**src/rtl/sonar_pkg.sv**
```systemverilog
// rtl/sonar_pkg.sv - shared widths and sideband layout for the sonar baseband path
//
// Purpose:
//   Common constants for the I/Q baseband blocks.
//   - Default sample width.
//   - Channel index width.
//   - Layout of the {channel, iq} sideband carried on tuser.
//   - The stream index type.
//   - A helper that sizes per-stream window counters.
// Ports: none (package).

package sonar_pkg;

  localparam int DATA_W_DEFAULT = 24;
  localparam int CH_W_DEFAULT   = 2;

  // tuser = {channel, iq}; iq=0 is I, iq=1 is Q
  localparam int TUSER_W        = CH_W_DEFAULT + 1;
  localparam int TUSER_IQ_BIT   = 0;
  localparam int TUSER_CH_LSB   = 1;
  localparam int TUSER_CH_MSB   = CH_W_DEFAULT;
  localparam int NUM_STREAMS    = 2 ** TUSER_W;

  typedef logic [TUSER_W-1:0] stream_idx_t;

  // A window counter needs LOG2_DECIM bits. With DECIM=1 it carries no
  // information, but it is kept one bit wide so that it stays a legal vector.
  // It then stays at zero, and zero equals DECIM-1, so every beat dumps.
  function automatic int cnt_width(input int log2_decim);
    return (log2_decim > 0) ? log2_decim : 1;
  endfunction

endpackage

```
**src/rtl/iq_acc_bank.sv**
```systemverilog
// rtl/iq_acc_bank.sv - per-stream accumulator, window counter and sticky tlast storage
//
// Purpose:
//   Holds one {acc, cnt, lst} entry per stream.
//   The read is combinational at rd_idx.
//   A single write port updates the entry at wr_idx:
//     - wr_clr: the entry returns to zero (end of a window).
//     - otherwise: acc += wr_add, cnt += 1, lst |= wr_flag.
// Ports:
//   clk, rst_n        clock, asynchronous active-low reset (clears all entries)
//   rd_idx            stream index to read
//   rd_acc/cnt/lst    stored accumulator, window count and sticky tlast of rd_idx
//   wr_en             apply an update this cycle
//   wr_idx            stream index to update
//   wr_clr            clear the entry instead of accumulating
//   wr_add            sign-extended sample to add
//   wr_flag           tlast of the sample, folded into the sticky flag

module iq_acc_bank #(
  parameter int ACC_W = 28,
  parameter int CNT_W = 4,
  parameter int IDX_W = 3
) (
  input  logic                    clk,
  input  logic                    rst_n,
  input  logic [IDX_W-1:0]        rd_idx,
  output logic signed [ACC_W-1:0] rd_acc,
  output logic [CNT_W-1:0]        rd_cnt,
  output logic                    rd_lst,
  input  logic                    wr_en,
  input  logic [IDX_W-1:0]        wr_idx,
  input  logic                    wr_clr,
  input  logic signed [ACC_W-1:0] wr_add,
  input  logic                    wr_flag
);

  localparam int DEPTH = 2 ** IDX_W;

  logic signed [ACC_W-1:0] acc_mem [DEPTH];
  logic [CNT_W-1:0]        cnt_mem [DEPTH];
  logic                    lst_mem [DEPTH];

  assign rd_acc = acc_mem[rd_idx];
  assign rd_cnt = cnt_mem[rd_idx];
  assign rd_lst = lst_mem[rd_idx];

  always_ff @(posedge clk or negedge rst_n) begin
    if (!rst_n) begin
      for (int i = 0; i < DEPTH; i++) begin
        acc_mem[i] <= '0;
        cnt_mem[i] <= '0;
        lst_mem[i] <= 1'b0;
      end
    end else if (wr_en) begin
      if (wr_clr) begin
        acc_mem[wr_idx] <= '0;
        cnt_mem[wr_idx] <= '0;
        lst_mem[wr_idx] <= 1'b0;
      end else begin
        acc_mem[wr_idx] <= acc_mem[wr_idx] + wr_add;
        cnt_mem[wr_idx] <= cnt_mem[wr_idx] + CNT_W'(1);
        lst_mem[wr_idx] <= lst_mem[wr_idx] | wr_flag;
      end
    end
  end

endmodule

```
**src/rtl/iq_boxcar_decimator.sv**
```systemverilog
// rtl/iq_boxcar_decimator.sv - per-stream accumulate-and-dump decimator for interleaved I/Q
//
// Purpose:
//   Low-pass filters and decimates 2**(CH_W+1) interleaved baseband streams.
//   A stream is one {channel, iq} pair. Each stream sums DECIM = 2**LOG2_DECIM
//   of its own beats. It then emits the floor mean, which is the sum shifted
//   right arithmetically by LOG2_DECIM. The output sits behind a one-deep
//   register with a ready/valid handshake.
// Ports:
//   s_axis_aclk     sole clock
//   s_axis_aresetn  asynchronous active-low reset
//   s_axis_tdata    signed input sample
//   s_axis_tvalid   input beat valid
//   s_axis_tready   input beat accepted when tvalid & tready (0 during reset)
//   s_axis_tuser    {channel, iq} stream index of the input beat
//   s_axis_tlast    end-of-ping marker
//   m_axis_tdata    signed decimated sample
//   m_axis_tvalid   output beat valid
//   m_axis_tready   downstream ready
//   m_axis_tuser    {channel, iq} of the dumped stream
//   m_axis_tlast    OR of tlast over the window's input beats

module iq_boxcar_decimator
  import sonar_pkg::*;
#(
  parameter int DATA_W     = DATA_W_DEFAULT,
  parameter int CH_W       = CH_W_DEFAULT,
  parameter int LOG2_DECIM = 4
) (
  input  logic              s_axis_aclk,
  input  logic              s_axis_aresetn,
  input  logic [DATA_W-1:0] s_axis_tdata,
  input  logic              s_axis_tvalid,
  output logic              s_axis_tready,
  input  logic [CH_W:0]     s_axis_tuser,
  input  logic              s_axis_tlast,
  output logic [DATA_W-1:0] m_axis_tdata,
  output logic              m_axis_tvalid,
  input  logic              m_axis_tready,
  output logic [CH_W:0]     m_axis_tuser,
  output logic              m_axis_tlast
);

  // The accumulator grows by LOG2_DECIM bits. That is exactly enough to hold
  // DECIM full-scale samples, so the sum can never wrap.
  localparam int ACC_W = DATA_W + LOG2_DECIM;
  localparam int CNT_W = cnt_width(LOG2_DECIM);
  localparam int IDX_W = CH_W + 1;

  localparam logic [CNT_W-1:0] LAST_CNT = CNT_W'((1 << LOG2_DECIM) - 1);

  logic signed [ACC_W-1:0] sample_ext;
  logic signed [ACC_W-1:0] rd_acc;
  logic [CNT_W-1:0]        rd_cnt;
  logic                    rd_lst;
  logic                    accept;
  logic                    dump;
  logic [DATA_W-1:0]       dump_data;

  // The gate on the reset input holds tready low for the whole time reset is
  // asserted. Without it, the empty output register would make tready 1.
  assign s_axis_tready = s_axis_aresetn & (~m_axis_tvalid | m_axis_tready);

  assign accept     = s_axis_tvalid & s_axis_tready;
  assign sample_ext = ACC_W'($signed(s_axis_tdata));
  assign dump       = accept & (rd_cnt == LAST_CNT);

  // An arithmetic shift of the full sum floors toward negative infinity.
  // The mean of DECIM in-range samples always fits back into DATA_W bits,
  // so the truncation below keeps only sign-extension bits.
  assign dump_data  = DATA_W'((rd_acc + sample_ext) >>> LOG2_DECIM);

  iq_acc_bank #(
    .ACC_W (ACC_W),
    .CNT_W (CNT_W),
    .IDX_W (IDX_W)
  ) u_bank (
    .clk     (s_axis_aclk),
    .rst_n   (s_axis_aresetn),
    .rd_idx  (s_axis_tuser),
    .rd_acc  (rd_acc),
    .rd_cnt  (rd_cnt),
    .rd_lst  (rd_lst),
    .wr_en   (accept),
    .wr_idx  (s_axis_tuser),
    .wr_clr  (dump),
    .wr_add  (sample_ext),
    .wr_flag (s_axis_tlast)
  );

  // Output register. A dump is only accepted when the register is empty or
  // is being drained this cycle, so loading it never overwrites a pending beat.
  always_ff @(posedge s_axis_aclk or negedge s_axis_aresetn) begin
    if (!s_axis_aresetn) begin
      m_axis_tdata  <= '0;
      m_axis_tuser  <= '0;
      m_axis_tlast  <= 1'b0;
      m_axis_tvalid <= 1'b0;
    end else if (dump) begin
      m_axis_tdata  <= dump_data;
      m_axis_tuser  <= s_axis_tuser;
      m_axis_tlast  <= rd_lst | s_axis_tlast;
      m_axis_tvalid <= 1'b1;
    end else if (m_axis_tready) begin
      m_axis_tvalid <= 1'b0;
    end
  end

endmodule

```
**config.mk**
```make
export PLATFORM = sky130hd
export DESIGN_NAME = iq_boxcar_decimator
export DESIGN_NICKNAME = d
export VERILOG_FILES = /design/src/rtl/sonar_pkg.sv /design/src/rtl/iq_acc_bank.sv /design/src/rtl/iq_boxcar_decimator.sv
export SDC_FILE = /design/constraint.sdc
export NUM_CORES = 1
export LEC_CHECK = 0
export CAP_MARGIN = 20
export CORE_MARGIN = 5
export CORE_UTILIZATION = 33
export DETAILED_ROUTE_END_ITERATION = 7
export HOLD_SLACK_MARGIN = 0.05
export MAX_ROUTING_LAYER = met4
export PLACE_DENSITY = 0.57
export SYNTH_ARGS = -nofsm -noshare
export SYNTH_HDL_FRONTEND = slang
export SYNTH_SLANG_ARGS = --single-unit
```
**constraint.sdc**
```tcl
create_clock -name s_axis_aclk -period 4 [get_ports s_axis_aclk]
set_clock_uncertainty 0.15 [all_clocks]
set_input_delay 1.2 -clock s_axis_aclk [delete_from_list [all_inputs] [get_ports s_axis_aclk]]
set_output_delay 1.2 -clock s_axis_aclk [all_outputs]
set_load 0.02 [all_outputs]
```
==> run metrics, run 1 <==
Sw Ratio=0.373; routability cong.=0.930; global-route wire length before repair=78200 um; FF-to-FF path depth=14; Die W=221 um; class of the worst hold path=reg -> reg; Num CTS Buffers=35; Via Count=12800; full die area=48700 um^2; final setup fails=4; Setup TNS=-32.4 ps; number of antenna violations at the first check in global routing=0; Synth Area in Compound Gates=0.231; Initial DRC Count=1213; Seq pwr share=0.340; Inserted Diodes=0; Initial Utilization=0.333; GRT Total Usage=0.215; Routed WL per cell=22.3 um; Leakage Power=8.97 nW; Data required, critical path=4280 ps; Syn Inst Count=1406; arrival time worst endpoint=4300 ps; DR pass1 iterations=5; failing checks=negative setup slack; synth warn=0; Worst Path Max Fanout=7; ys async rst share=1.00; IO Count=62; Chip Height=221 um; Tmin final=4010 ps; CTS Buffer Depth=3; Overflow after GRT=0; syn nets=1467; # clock sinks=293; Post-Synth XOR/XNOR Area=0.0101; post-synthesis mux area share=0.0536; Max IR drop VDD=0.360 mV; setup ws final=-11.5 ps; flops & latches, synth=293; routed vias/inst=5.51; crit end category=flip-flop; Synth Area in Simple Gates=0.140; DRC violation count after routing=0; worst hold stages=2; P_sw=5.43 mW; Fillers=4096; final hold vios=0; Crit Path Class=in -> reg; CP startpoint kind=input port; area delta synth->final=39.6%; # nets final=1760; Cell Int Power=9.13 mW; Clk network pwr share=0.217; synth unique cells=83; CTS tree=built; Adder-Cell Fraction of Synth Area=0.0253; Post-DP HPWL=35900 um; largest net degree at the start of global routing=154; core area=44000 um^2; Final Util=0.465; FP Rows=77; ANT nets after route=0; RSZ-0062 raised after global routing=true; status=finished with violations; H-Tree Depth=2; largest family of logic cells by synthesized area=compound AO/OA/AOI/OAI gates; clk_lat worst skew=550 ps; PD cells=712 nW/um^2; I/O Buffers=61; Root Buffer=clkbuf_16; Cell Area, Synth=14600 um^2; share of total power in combinational logic=0.443; post-cts hold buffer count=0; Worst-Margin Slew=897 ps; vias in the first global route=13100; Detailed Route WL=51600 um; layout cells sized above 1=0.361; Avg Cell Area, Syn=10.4 um^2; relative slew slack=0.402; Seq/Total Area, Yosys=0.501; Slew Limit Fails=0; # Max-Cap Violations=0; fmax=0.249 GHz; top_reg_cell synth=dfrtp_1; post-route clock period utilization=1.00; Post-synth EDFFs=0; Clock Pin Slew Worst Setup and Hold Paths=60 ps
layer usage:
layer | GRT usage | part of all wire | up-vias
met1 | 0.273 | 0.43 | 6399
met3 | 0.0372 | 0.052 | 122
met5 | - | 0 | -
met2 | 0.343 | 0.48 | 404
met4 | 0.0879 | 0.042 | 0
li1 | - | - | 5826
state kept, by name, summed over array words and instances (netlist names):
name and count:
m_axis_tuser 3, m_axis_tdata 24, u_bank.acc_mem 224, u_bank.cnt_mem 32, u_bank.lst_mem 8, m_axis_tlast 1
m_axis_tvalid 1
critical path: stages:
cell,delay [ps]
buf_8,110
buf_8,130
buf_8,130
and3_4,220
buf_4,170
buf_16,130
a22oi_2,110
nand4_1,240
ha_4,430
buf_6,120
nand4_1,90
buf_4,150
or4_4,540
a21oi_4,230
clkbuf_16,180
o31ai_2,60
layout by cell type (no fill, tap or decap), types with 10 or more instances in the layout:
cell             count
a21o_1              14
a21oi_1             15
a21oi_2             10
a22o_1              42
a22oi_1             69
a22oi_2             16
and2_1              10
buf_12              31
buf_4              235
buf_6               12
clkbuf_16           39
clkdlybuf4s50_1     57
dfrtp_1            293
ha_4                23
mux2_2              39
mux2_4              10
mux2i_1             10
nand2_1            227
nand3_1             22
nand3_2             13
nand4_1             28
nor2_1              26
nor2_2              14
o21a_1              10
o21ai_0            113
o21ai_1             25
o31ai_1             39
o31ai_2             17
kinds of logic after synthesis:
logic type / Yosys count
AO/OA/AOI/OAI: 479
multiplexers: 67
AND/OR/NAND/NOR: 422
adder cells (fa/ha/maj): 29
flip-flops: 293
buffers and inverters: 100
XOR/XNOR: 16
final timing paths:
path,start,end,slack [ps]
hold reg to reg,u_bank.cnt_mem[28],u_bank.cnt_mem[28],320
max in group asynchronous,s_axis_aresetn,u_bank.acc_mem[121],1750
setup reg to reg,u_bank.acc_mem[28],u_bank.acc_mem[132],790
min in group asynchronous,s_axis_aresetn,m_axis_tuser[2],650
hold / removal,u_bank.cnt_mem[28],u_bank.cnt_mem[28],320
setup / recovery,s_axis_tuser[1],u_bank.acc_mem[55],-10
power by group through the flow:
stage	clock network, mW	logic (mW)	registers [mW]
6_report	3.16	6.44	4.95
5_1_grt	3.35	6.96	5.08
4_1_cts	3.24	5.88	4.90
3_5_place_dp	0	5.57	4.93
3_3_place_gp	0	5.46	4.93
2_1_floorplan	0	3.43	4.66
area by class of cell:
class | count | area (um^2) | area share
clock inverter | 11 | 105 | 0.00514
clock buffer | 49 | 1030 | 0.0503
sequential | 293 | 7330 | 0.358
timing repair buffer | 346 | 3280 | 0.161
inverter | 8 | 30.0 | 0.00147
tap | 592 | 741 | 0.0362
multi-input combinational | 1015 | 7930 | 0.388
stage by stage:
step	power [mW]	cells	setup slack, ps	hold slack (ps)	area [um^2]
3_5_place_dp	10.5	2221	-1210	307	18200
5_1_grt	15.4	2314	-101	346	20500
4_1_cts	14.0	2294	2.05	319	19800
2_1_floorplan	8.10	1406	-274	289	15300
6_report	14.6	2314	-11.5	324	20500
3_3_place_gp	10.4	2221	-1200	303	18200
synthesized netlist by cell type (all sizes together) (5+ instances only):
cell	n	area, um^2
nor2	43	184
o211ai	7	52.6
a21boi	6	48.8
ha	28	350
clkbuf	62	353
xor2	8	70.1
o2111ai	9	78.8
a211oi	8	70.1
o21ai	146	734
a21o	18	138
o31ai	57	473
o21a	11	82.6
nand2b	11	68.8
a31oi	8	50.1
nand2	240	926
xnor2	8	77.6
dfrtp	293	7330
a22o	42	368
a221oi	12	105
a21oi	30	169
and2	12	77.6
buf	30	205
a31o	10	87.6
nand3b	5	37.5
a22oi	85	643
a32o	9	90.1
and3	9	57.6
and4	6	55.1
nor3	17	148
nand4	28	175
inv	8	30.0
mux2	51	574
nand3	35	175
mux2i	12	120
timing repair:
| item | in CTS | in global routing |
|---|---|---|
| setup buffers | 11 | 16 |
| gates resized for setup | 63 | 111 |
| cloned | 2 | 5 |
| pin swaps | 19 | 48 |
| setup endpoints to repair | 275 | 182 |
No activity file was read; power rests on OpenSTA's default activity.
==> run 2, diff against run 1 <==
- ABC_CLOCK_PERIOD_IN_PS: not set -> 4000
==> results of run 2 <==
Same layout as run 1: the final DEF is identical, and so are final timing and power.
